<file path="src/rtl/alarma_secuenciador_if.sv">
// Request/actuator bundle between the alarm logic, the sequencer and the actuators.
// The master drives the enable, tick and raw requests; the slave (the sequencer) drives the actuators.
interface alarma_secuenciador_if;
    logic       en;
    logic       tick;
    logic       req_avis;
    logic       req_ala;
    logic       req_vent;
    logic       ack;
    logic       avis_out;
    logic       ala_out;
    logic       vent_out;
    logic [1:0] estado;

    modport master (
        output en, tick, req_avis, req_ala, req_vent, ack,
        input  avis_out, ala_out, vent_out, estado
    );

    modport slave (
        input  en, tick, req_avis, req_ala, req_vent, ack,
        output avis_out, ala_out, vent_out, estado
    );
endinterface

</file>
<file path="src/rtl/alarma_secuenciador.sv">
// Escalation sequencer for the child-in-vehicle monitor: debounces the raw requests on the
// slow tick, runs the notice/alarm/silence state machine and holds ventilation for a minimum time.
module alarma_secuenciador #(
    parameter int DEB_TICKS = 3,
    parameter int ESC_TICKS = 10,
    parameter int SIL_TICKS = 30,
    parameter int VENT_MIN  = 20
) (
    input  logic                  clk,
    input  logic                  rst_n,
    alarma_secuenciador_if.slave  bus
);
    typedef enum logic [1:0] {
        REPOSO   = 2'd0,
        AVISO    = 2'd1,
        ALARMA   = 2'd2,
        SILENCIO = 2'd3
    } estado_t;

    localparam logic [7:0] DEB_MAX   = 8'(DEB_TICKS);
    localparam logic [7:0] ESC_LAST  = 8'(ESC_TICKS - 1);
    localparam logic [7:0] SIL_LAST  = 8'(SIL_TICKS - 1);
    localparam logic [7:0] VENT_LOAD = 8'(VENT_MIN);

    logic       clear;
    logic [2:0] req_vec;
    logic [2:0] q_vec;
    logic       q_avis;
    logic       q_ala;
    logic       q_vent;

    assign clear   = !rst_n || !bus.en;
    assign req_vec = {bus.req_vent, bus.req_ala, bus.req_avis};
    assign q_avis  = q_vec[0];
    assign q_ala   = q_vec[1];
    assign q_vent  = q_vec[2];

    // One saturating tick counter plus qualified flag per raw request.
    generate
        for (genvar gi = 0; gi < 3; gi++) begin : g_qual
            logic [7:0] cnt_q;
            logic [7:0] cnt_d;
            logic       q_q;
            logic       q_d;

            always_comb begin
                cnt_d = cnt_q;
                q_d   = q_q;
                if (!req_vec[gi]) begin
                    cnt_d = '0;
                    q_d   = 1'b0;
                end else if (bus.tick) begin
                    if (cnt_q != DEB_MAX) begin
                        cnt_d = cnt_q + 8'd1;
                    end
                    if (cnt_d == DEB_MAX) begin
                        q_d = 1'b1;
                    end
                end
            end

            always_ff @(posedge clk) begin
                if (clear) begin
                    cnt_q <= '0;
                    q_q   <= 1'b0;
                end else begin
                    cnt_q <= cnt_d;
                    q_q   <= q_d;
                end
            end

            assign q_vec[gi] = q_q;
        end
    endgenerate

    estado_t    state_q;
    logic [7:0] tcnt_q;
    logic       avis_q;
    logic       ala_q;

    always_ff @(posedge clk) begin
        if (clear) begin
            state_q <= REPOSO;
            tcnt_q  <= '0;
            avis_q  <= 1'b0;
            ala_q   <= 1'b0;
        end else begin
            case (state_q)
                REPOSO: begin
                    if (q_ala) begin
                        state_q <= ALARMA;
                        avis_q  <= 1'b1;
                        ala_q   <= 1'b1;
                    end else if (q_avis) begin
                        state_q <= AVISO;
                        tcnt_q  <= '0;
                        avis_q  <= 1'b1;
                    end
                end
                AVISO: begin
                    if (q_ala) begin
                        state_q <= ALARMA;
                        ala_q   <= 1'b1;
                    end else if (!q_avis) begin
                        state_q <= REPOSO;
                        avis_q  <= 1'b0;
                    end else if (bus.tick) begin
                        if (tcnt_q == ESC_LAST) begin
                            state_q <= ALARMA;
                            ala_q   <= 1'b1;
                        end else begin
                            tcnt_q <= tcnt_q + 8'd1;
                        end
                    end
                end
                ALARMA: begin
                    // Latched: only the operator acknowledge leaves this state.
                    if (bus.ack) begin
                        state_q <= SILENCIO;
                        tcnt_q  <= '0;
                        ala_q   <= 1'b0;
                    end else if (bus.tick) begin
                        ala_q <= ~ala_q;
                    end
                end
                SILENCIO: begin
                    if (bus.tick) begin
                        if (tcnt_q == SIL_LAST) begin
                            if (q_ala || q_avis) begin
                                state_q <= ALARMA;
                                ala_q   <= 1'b1;
                            end else begin
                                state_q <= REPOSO;
                                avis_q  <= 1'b0;
                            end
                        end else begin
                            tcnt_q <= tcnt_q + 8'd1;
                        end
                    end
                end
                default: begin
                    state_q <= REPOSO;
                end
            endcase
        end
    end

    logic       q_vent_prev_q;
    logic       vent_q;
    logic [7:0] vent_cnt_q;

    // A fresh qualification (re)loads the minimum on-time; release needs both flag and timer idle.
    always_ff @(posedge clk) begin
        if (clear) begin
            q_vent_prev_q <= 1'b0;
            vent_q        <= 1'b0;
            vent_cnt_q    <= '0;
        end else begin
            q_vent_prev_q <= q_vent;
            if (q_vent && !q_vent_prev_q) begin
                vent_q     <= 1'b1;
                vent_cnt_q <= VENT_LOAD;
            end else begin
                if (!q_vent && vent_cnt_q == 8'd0) begin
                    vent_q <= 1'b0;
                end
                if (bus.tick && vent_cnt_q != 8'd0) begin
                    vent_cnt_q <= vent_cnt_q - 8'd1;
                end
            end
        end
    end

    assign bus.estado   = state_q;
    assign bus.avis_out = avis_q;
    assign bus.ala_out  = ala_q;
    assign bus.vent_out = vent_q;
endmodule

</file>
<file path="src/flat_wrapper.sv">
// flat-port wrapper written by rule: the top's interface ports become plain ports
module alarma_secuenciador_flat 
#(
    parameter int DEB_TICKS = 3,
    parameter int ESC_TICKS = 10,
    parameter int SIL_TICKS = 30,
    parameter int VENT_MIN  = 20
)
  (clk, rst_n, bus_en, bus_tick, bus_req_avis, bus_req_ala, bus_req_vent, bus_ack, bus_avis_out, bus_ala_out, bus_vent_out, bus_estado);
  alarma_secuenciador_if bus_i ();
  input  logic clk;
  input  logic rst_n;
  input wire logic [$bits(bus_i.en)-1:0] bus_en;
  input wire logic [$bits(bus_i.tick)-1:0] bus_tick;
  input wire logic [$bits(bus_i.req_avis)-1:0] bus_req_avis;
  input wire logic [$bits(bus_i.req_ala)-1:0] bus_req_ala;
  input wire logic [$bits(bus_i.req_vent)-1:0] bus_req_vent;
  input wire logic [$bits(bus_i.ack)-1:0] bus_ack;
  output wire logic [$bits(bus_i.avis_out)-1:0] bus_avis_out;
  output wire logic [$bits(bus_i.ala_out)-1:0] bus_ala_out;
  output wire logic [$bits(bus_i.vent_out)-1:0] bus_vent_out;
  output wire logic [$bits(bus_i.estado)-1:0] bus_estado;
  assign bus_i.en = bus_en;
  assign bus_i.tick = bus_tick;
  assign bus_i.req_avis = bus_req_avis;
  assign bus_i.req_ala = bus_req_ala;
  assign bus_i.req_vent = bus_req_vent;
  assign bus_i.ack = bus_ack;
  assign bus_avis_out = bus_i.avis_out;
  assign bus_ala_out = bus_i.ala_out;
  assign bus_vent_out = bus_i.vent_out;
  assign bus_estado = bus_i.estado;
  alarma_secuenciador #(.DEB_TICKS(DEB_TICKS), .ESC_TICKS(ESC_TICKS), .SIL_TICKS(SIL_TICKS), .VENT_MIN(VENT_MIN)) u_core (.clk(clk), .rst_n(rst_n), .bus(bus_i));
endmodule
</file>
<file path="config.mk">
export PLATFORM = sky130hd
export DESIGN_NAME = alarma_secuenciador_flat
export DESIGN_NICKNAME = d
export VERILOG_FILES = /design/src/rtl/alarma_secuenciador_if.sv /design/src/rtl/alarma_secuenciador.sv /design/src/flat_wrapper.sv
export SDC_FILE = /design/constraint.sdc
export NUM_CORES = 1
export LEC_CHECK = 0
export ABC_AREA = 1
export ABC_CLOCK_PERIOD_IN_PS = 1500
export CAP_MARGIN = 10
export CORE_UTILIZATION = 55
export CTS_CLUSTER_SIZE = 25
export DETAILED_ROUTE_END_ITERATION = 8
export MAX_ROUTING_LAYER = met4
export PLACE_DENSITY = 0.76
export SYNTH_ARGS = -nofsm -noshare
export SYNTH_HDL_FRONTEND = slang
export SYNTH_SLANG_ARGS = --single-unit
export TNS_END_PERCENT = 5
</file>
<file path="constraint.sdc">
create_clock -name clk -period 1.5 [get_ports clk]
set_input_delay 0.3 -clock clk [delete_from_list [all_inputs] [get_ports clk]]
set_output_delay 0.3 -clock clk [all_outputs]
set_load 0.01 [all_outputs]
</file>
Word-level counts from Yosys, hierarchy flattened
Index checks and enable logic that the tools add are counted.

operators by class
  add/subtract/negate cells = 5
  multiply operators = 0
  divide/modulo/power cells = 0
  order comparisons = 0
  equality and inequality tests = 32
  shift-type cells = 0
  muxes and demuxes = 53
  bitwise operators = 4
  reductions and logical operators = 26

operator list
  operator                                                                count
  8-bit two-way mux                                                       18
  8-bit by 1-bit adder with 8-bit output (second input constant)          4
  8-bit case mux with 4 select lines                                      1
  8-bit by 2-bit equality test with 1-bit output (second input constant)  3
  8-bit by 2-bit != test with 1-bit output (second input constant)        3
  2-bit two-way mux                                                       10
  1-bit two-way mux                                                       19
  2-bit != test (second input constant)                                   9
  5-bit two-way mux                                                       2
  2-bit by 1-bit != test with 1-bit output (second input constant)        5
  3-bit by 1-bit != test with 1-bit output (second input constant)        3
  9-bit AND reduction                                                     1
  8-bit by 4-bit equality test with 1-bit output (second input constant)  1
  8-bit by 5-bit equality test with 1-bit output (second input constant)  1
  8-bit zero test                                                         1
  4-bit != test (second input constant)                                   2
  2-bit case mux with 4 select lines                                      1
  8-bit AND reduction                                                     1
  8-bit nonzero test                                                      1
  2-bit OR reduction                                                      4
  8-bit by 1-bit subtractor with 8-bit output (second input constant)     1
  7-bit AND reduction                                                     1
  2-bit AND reduction                                                     3
  6-bit AND reduction                                                     1
  other kinds (13)                                                        24

word-level totals
  bits in registers = 49
  bits in latches = 0
  bits in writable memories = 0
  ROM bits = 0
  output and inout port bits = 5
  memories = 0

Depth between registers and ports, before layout
  depth in word-level cells = 6
  depth in mapped cells = 11

Least setup slack after synthesis
No wires, ideal clock.

  path kind = reg2reg
  start point = register u_core.tcnt_q[0]
  end point = register u_core.tcnt_q[1]
  setup time = 128 ps
  arrival time = 1341 ps
  slack = 31 ps
  stages on the path, launching flop included = 11
  buffers on the path = 0
  cells stage by stage = dfxtp_1 ha_1 nand2_2 nor3_2 nand2_1 nand2_2 nand2_4 nand2_4 nand2_1 o21ai_1 nor2_1

on the way
  longest elaborated chain between the ends = 6

ends and longest elaborated chain
  what                                    line                                                    source
  start: declaration                      alarma_secuenciador.sv:77                               logic [7:0] tcnt_q;
  start signal: assignment                alarma_secuenciador.sv:112                              tcnt_q <= tcnt_q + 8'd1;
  start signal: assignment                alarma_secuenciador.sv:137                              tcnt_q <= tcnt_q + 8'd1;
  8-bit by 1-bit adder with 8-bit output  alarma_secuenciador.sv:112, alarma_secuenciador.sv:137
  8-bit two-way mux                       alarma_secuenciador.sv:108                              if (tcnt_q == ESC_LAST) begin
  8-bit two-way mux                       alarma_secuenciador.sv:107                              end else if (bus.tick) begin
  8-bit two-way mux                       alarma_secuenciador.sv:104                              end else if (!q_avis) begin
  8-bit two-way mux                       alarma_secuenciador.sv:101                              if (q_ala) begin
  8-bit case mux with 4 select lines      alarma_secuenciador.sv:88                               case (state_q)

Several ways; a longest one is shown, not always the timed one. The select of a mux whose other input is x is not followed.
A chain may end at the register's enable or synchronous reset.

Final worst setup path
  start point = input bus_tick
  end point = register u_core.tcnt_q[3]

on the way
  longest elaborated chain between the ends = 2

ends and longest elaborated chain
  what                                      line                source
  start: declaration                        flat_wrapper.sv:14  input wire logic [$bits(bus_i.tick)-1:0] bus_tick;
  2-bit != test (no source line)            --
  9-bit AND reduction (no source line) (*)  --

Every way passes the cells marked *; elsewhere a longest branch is shown, timed or not.

==> summary.txt <==
Run status
  – Status: finished, violations left
  – Violations in the final reports: negative setup slack

Global route
  – Met1 usage: 28.36%
  – GRT met3 Usage: 4.819%
  – GR Overflow Total: 0
  – Antenna violations before repair: 0
  – Routing usage on met2: 42.74%
  – Gr usage total: 24.42%
  – Global-route wire length before repair: 10280 µm
  – Vias in the first global route: 2495
  – Busiest layer in global routing: met2
  – Largest net degree at the start of global routing: 27

Placed design
  – Area after DPL: 3316 µm²
  – HPWL Detailed: 4657 µm
  – RD Place Congestion: 0.8822
  – IO buf count: 12

Timing
  – Clock Skew: 8.281 ps
  – Setup Viol. Count Final: 9
  – Unrepaired setup endpoints after global routing: yes
  – Min Hold Slack: 455.0 ps
  – Relative slew slack: 73.99%
  – PnR worst setup slack: -44.88 ps
  – Fin crit period: 1545 ps
  – Worst Tran Pin Value: 387.1 ps
  – Maximum clock rate: 647.3 MHz
  – Final Hold Viols: 0
  – Final Cycle Share: 103.0%
  – Final Slew Violations: 0

Yosys
  – Top cell type's share of synthesized area: 33.59%
  – Async S/R FF share, synth: 0%
  – Synthesized cell area: 2920 µm²
  – Synth top area cells: dfxtp_1 34%, nand2_1 13%, inv_1 8.9%
  – Share of the yosys chip area belonging to registers: 33.59%
  – Distinct cells, synth: 28
  – Number of synthesized flops with an enable pin: 0
  – YS warnings: 0
  – Syn Inst Count: 457
  – Syn_nets: 472
  – Most used DFF post-synth: dfxtp_1
  – Syn Area/Cell: 6.390 µm²
  – Synth Register Bits: 49
  – Dominant cell type by area after synthesis: dfxtp_1

Cells and area
  – Post-route cell area: 3560 µm²
  – Diodes inserted: 0
  – Fraction of layout cells with a size suffix above 1: 16.70%
  – Most common cell after layout, fill and taps aside: nand2_1
  – P&R area growth vs syn: 21.89%
  – Nets: 517
  – Commonest cells after routing, fill and taps aside: 99 x nand2_1, 68 x inv_1, 52 x nor2_1, 44 x dfxtp_1, 40 x nand3_1

Critical path
  – CP Capture Type: flip-flop
  – Crit path arrival time: 1790 ps
  – Critical Path Source: bus_tick
  – Critical path startpoint category: input port
  – R2R Path Start: u_core.tcnt_q[1]$_SDFFE_PP0P_
  – CP required: 1750 ps
  – WS Path Type: in2reg
  – R2R depth: 12
  – CP Max Fanout: 4

Pwr
  – Worst VDD drop: 0.0007006 V
  – LEAKAGE: 0.001710 µW
  – PD cells: 995.7 nW/µm²

Clocking
  – CTS Hold Bufs: 0
  – Clock-pin slew on the worst setup and hold paths: 100 ps
  – H-tree Lvls: 2
  – Cts bufs inserted: 5
  – CTS tree: done
  – Skew-Pair Late Insertion Delay: 310 ps
  – CTS Buffer Depth: 2
  – Root Driver: clkbuf_8
  – Clk sinks: 49

Floorplanning
  – Die Span Y: 74.87 µm
  – Die width: 74.87 µm
  – Top-Level Pins: 13
  – Core box area: 5107 µm²
  – Rows: 26
  – Die ar.: 5605 µm²
  – Starting Density: 57.18%

Hold path
  – Hold wc startpoint: u_core.bus.avis_out$_SDFFE_PP0P_
  – Worst hold-check path type: reg2reg
  – WHS Path Cells: 2

Route
  – # DRC: 0
  – Iter 0 DRT Violations: 140
  – Vias per Instance: 5.124
  – Antenna Nets Post-Route: 0
  – Final WL: 6525 µm
  – Wire length per cell: 11.39 µm
  – Initial DRT Pass Iterations: 5
  – Vias: 2936

Job
  – MaxCap Viol Count: 0
-- through the flow --
stage / TNS [ps] / power [µW] / utilization, % / setup slack [ps] / cells
final: -216.6 / 3544 / 69.70 / -44.88 / 573
after global routing: -1460 / 3811 / 69.70 / -145.3 / 573
after CTS: -61.64 / 3522 / 66.73 / -24.40 / 568
after detailed placement: -6479 / 2734 / 64.92 / -241.0 / 560
after global placement: -4493 / 2730 / 64.92 / -193.7 / 560
after floorplan: 0 / 2417 / - / 31.43 / 457
-- Yosys cell counts (2+ instances only) --
cell,instances
inv_1,69
inv_2,4
xor2_1,13
a211oi_1,2
dfxtp_1,49
nand3_1,41
a21oi_1,38
nand4_1,7
nor2_1,58
nand2_2,4
xnor2_1,2
nand3b_1,3
nand2_1,105
clkbuf_1,5
nor3_1,5
nand2_4,3
o211ai_1,4
nor2_2,2
ha_1,7
o21ai_0,28
-- worst max-delay path: stages --
cell	delay, ps
clkdlybuf4s50_1	500
inv_2	70
nor3_1	350
nand2_4	120
buf_4	160
nand2_4	70
nand3_1	70
a21oi_1	150
-- registers in the layout (all words and copies together) (netlist names), named ones only --
| signal | count |
|---|---|
| u_core.bus.estado | 1 |
| u_core.tcnt_q | 8 |
| u_core.g_qual.q_q | 3 |
| u_core.g_qual.cnt_q | 24 |
| u_core.bus.vent_out | 1 |
| u_core.bus.avis_out | 1 |
| u_core.vent_cnt_q | 8 |
| u_core.bus.ala_out | 1 |
| u_core.q_vent_prev_q | 1 |
-- metal layers --
metal / wire length [µm] / vias up
met4: 78 / 0
met3: 251 / 11
met1: 2913 / 1312
met2: 3281 / 59
met5: 0 / -
li1: - / 1554
-- final timing paths --
check                                                   endpoint  slack [ps]
worst max register to register                         flip-flop         -40
worst max-delay path               u_core.tcnt_q[3]$_SDFFE_PP0P_         -40
worst min register to register  u_core.bus.avis_out$_SDFFE_PP0P_         450
worst min-delay path            u_core.bus.avis_out$_SDFFE_PP0P_         450
-- cell families (layout without fill, tap and decap cells) --
group | after synthesis | count (layout) | synth area share [%]
simple gates | 231 | 233 | 34.36
xor+xnor | 15 | 15 | 4.499
buf+inv | 80 | 124 | 10.58
flops | 49 | 49 | 33.59
fa+ha+maj | 7 | 7 | 2.999
compound gates | 75 | 75 | 13.97
-- cell type report --
type	instances	area (µm²)
Fill cell	438	1548
Inverter	73	274.0
Clock inverter	3	22.52
Clock buffer	5	68.82
Tap cell	70	87.58
Multi-Input combinational cell	330	1750
Timing Repair Buffer	43	366.6
Sequential cell	49	989.7
-- report_power, final --
part	switching, µW	leakage [µW]	internal, µW
Combinational	690	0.00127	551
Clock	473	0.0000364	328
Sequential	102	0.000399	1400
Total	1260	0.00171	2280
-- timing repair --
item	4_1_cts	5_1_grt
pin swaps	1	8
cloned	0	2
setup buffers	0	3
endpoints found under the setup margin	11	28
resized for setup	6	34
(Power assumes the default switching activity.)
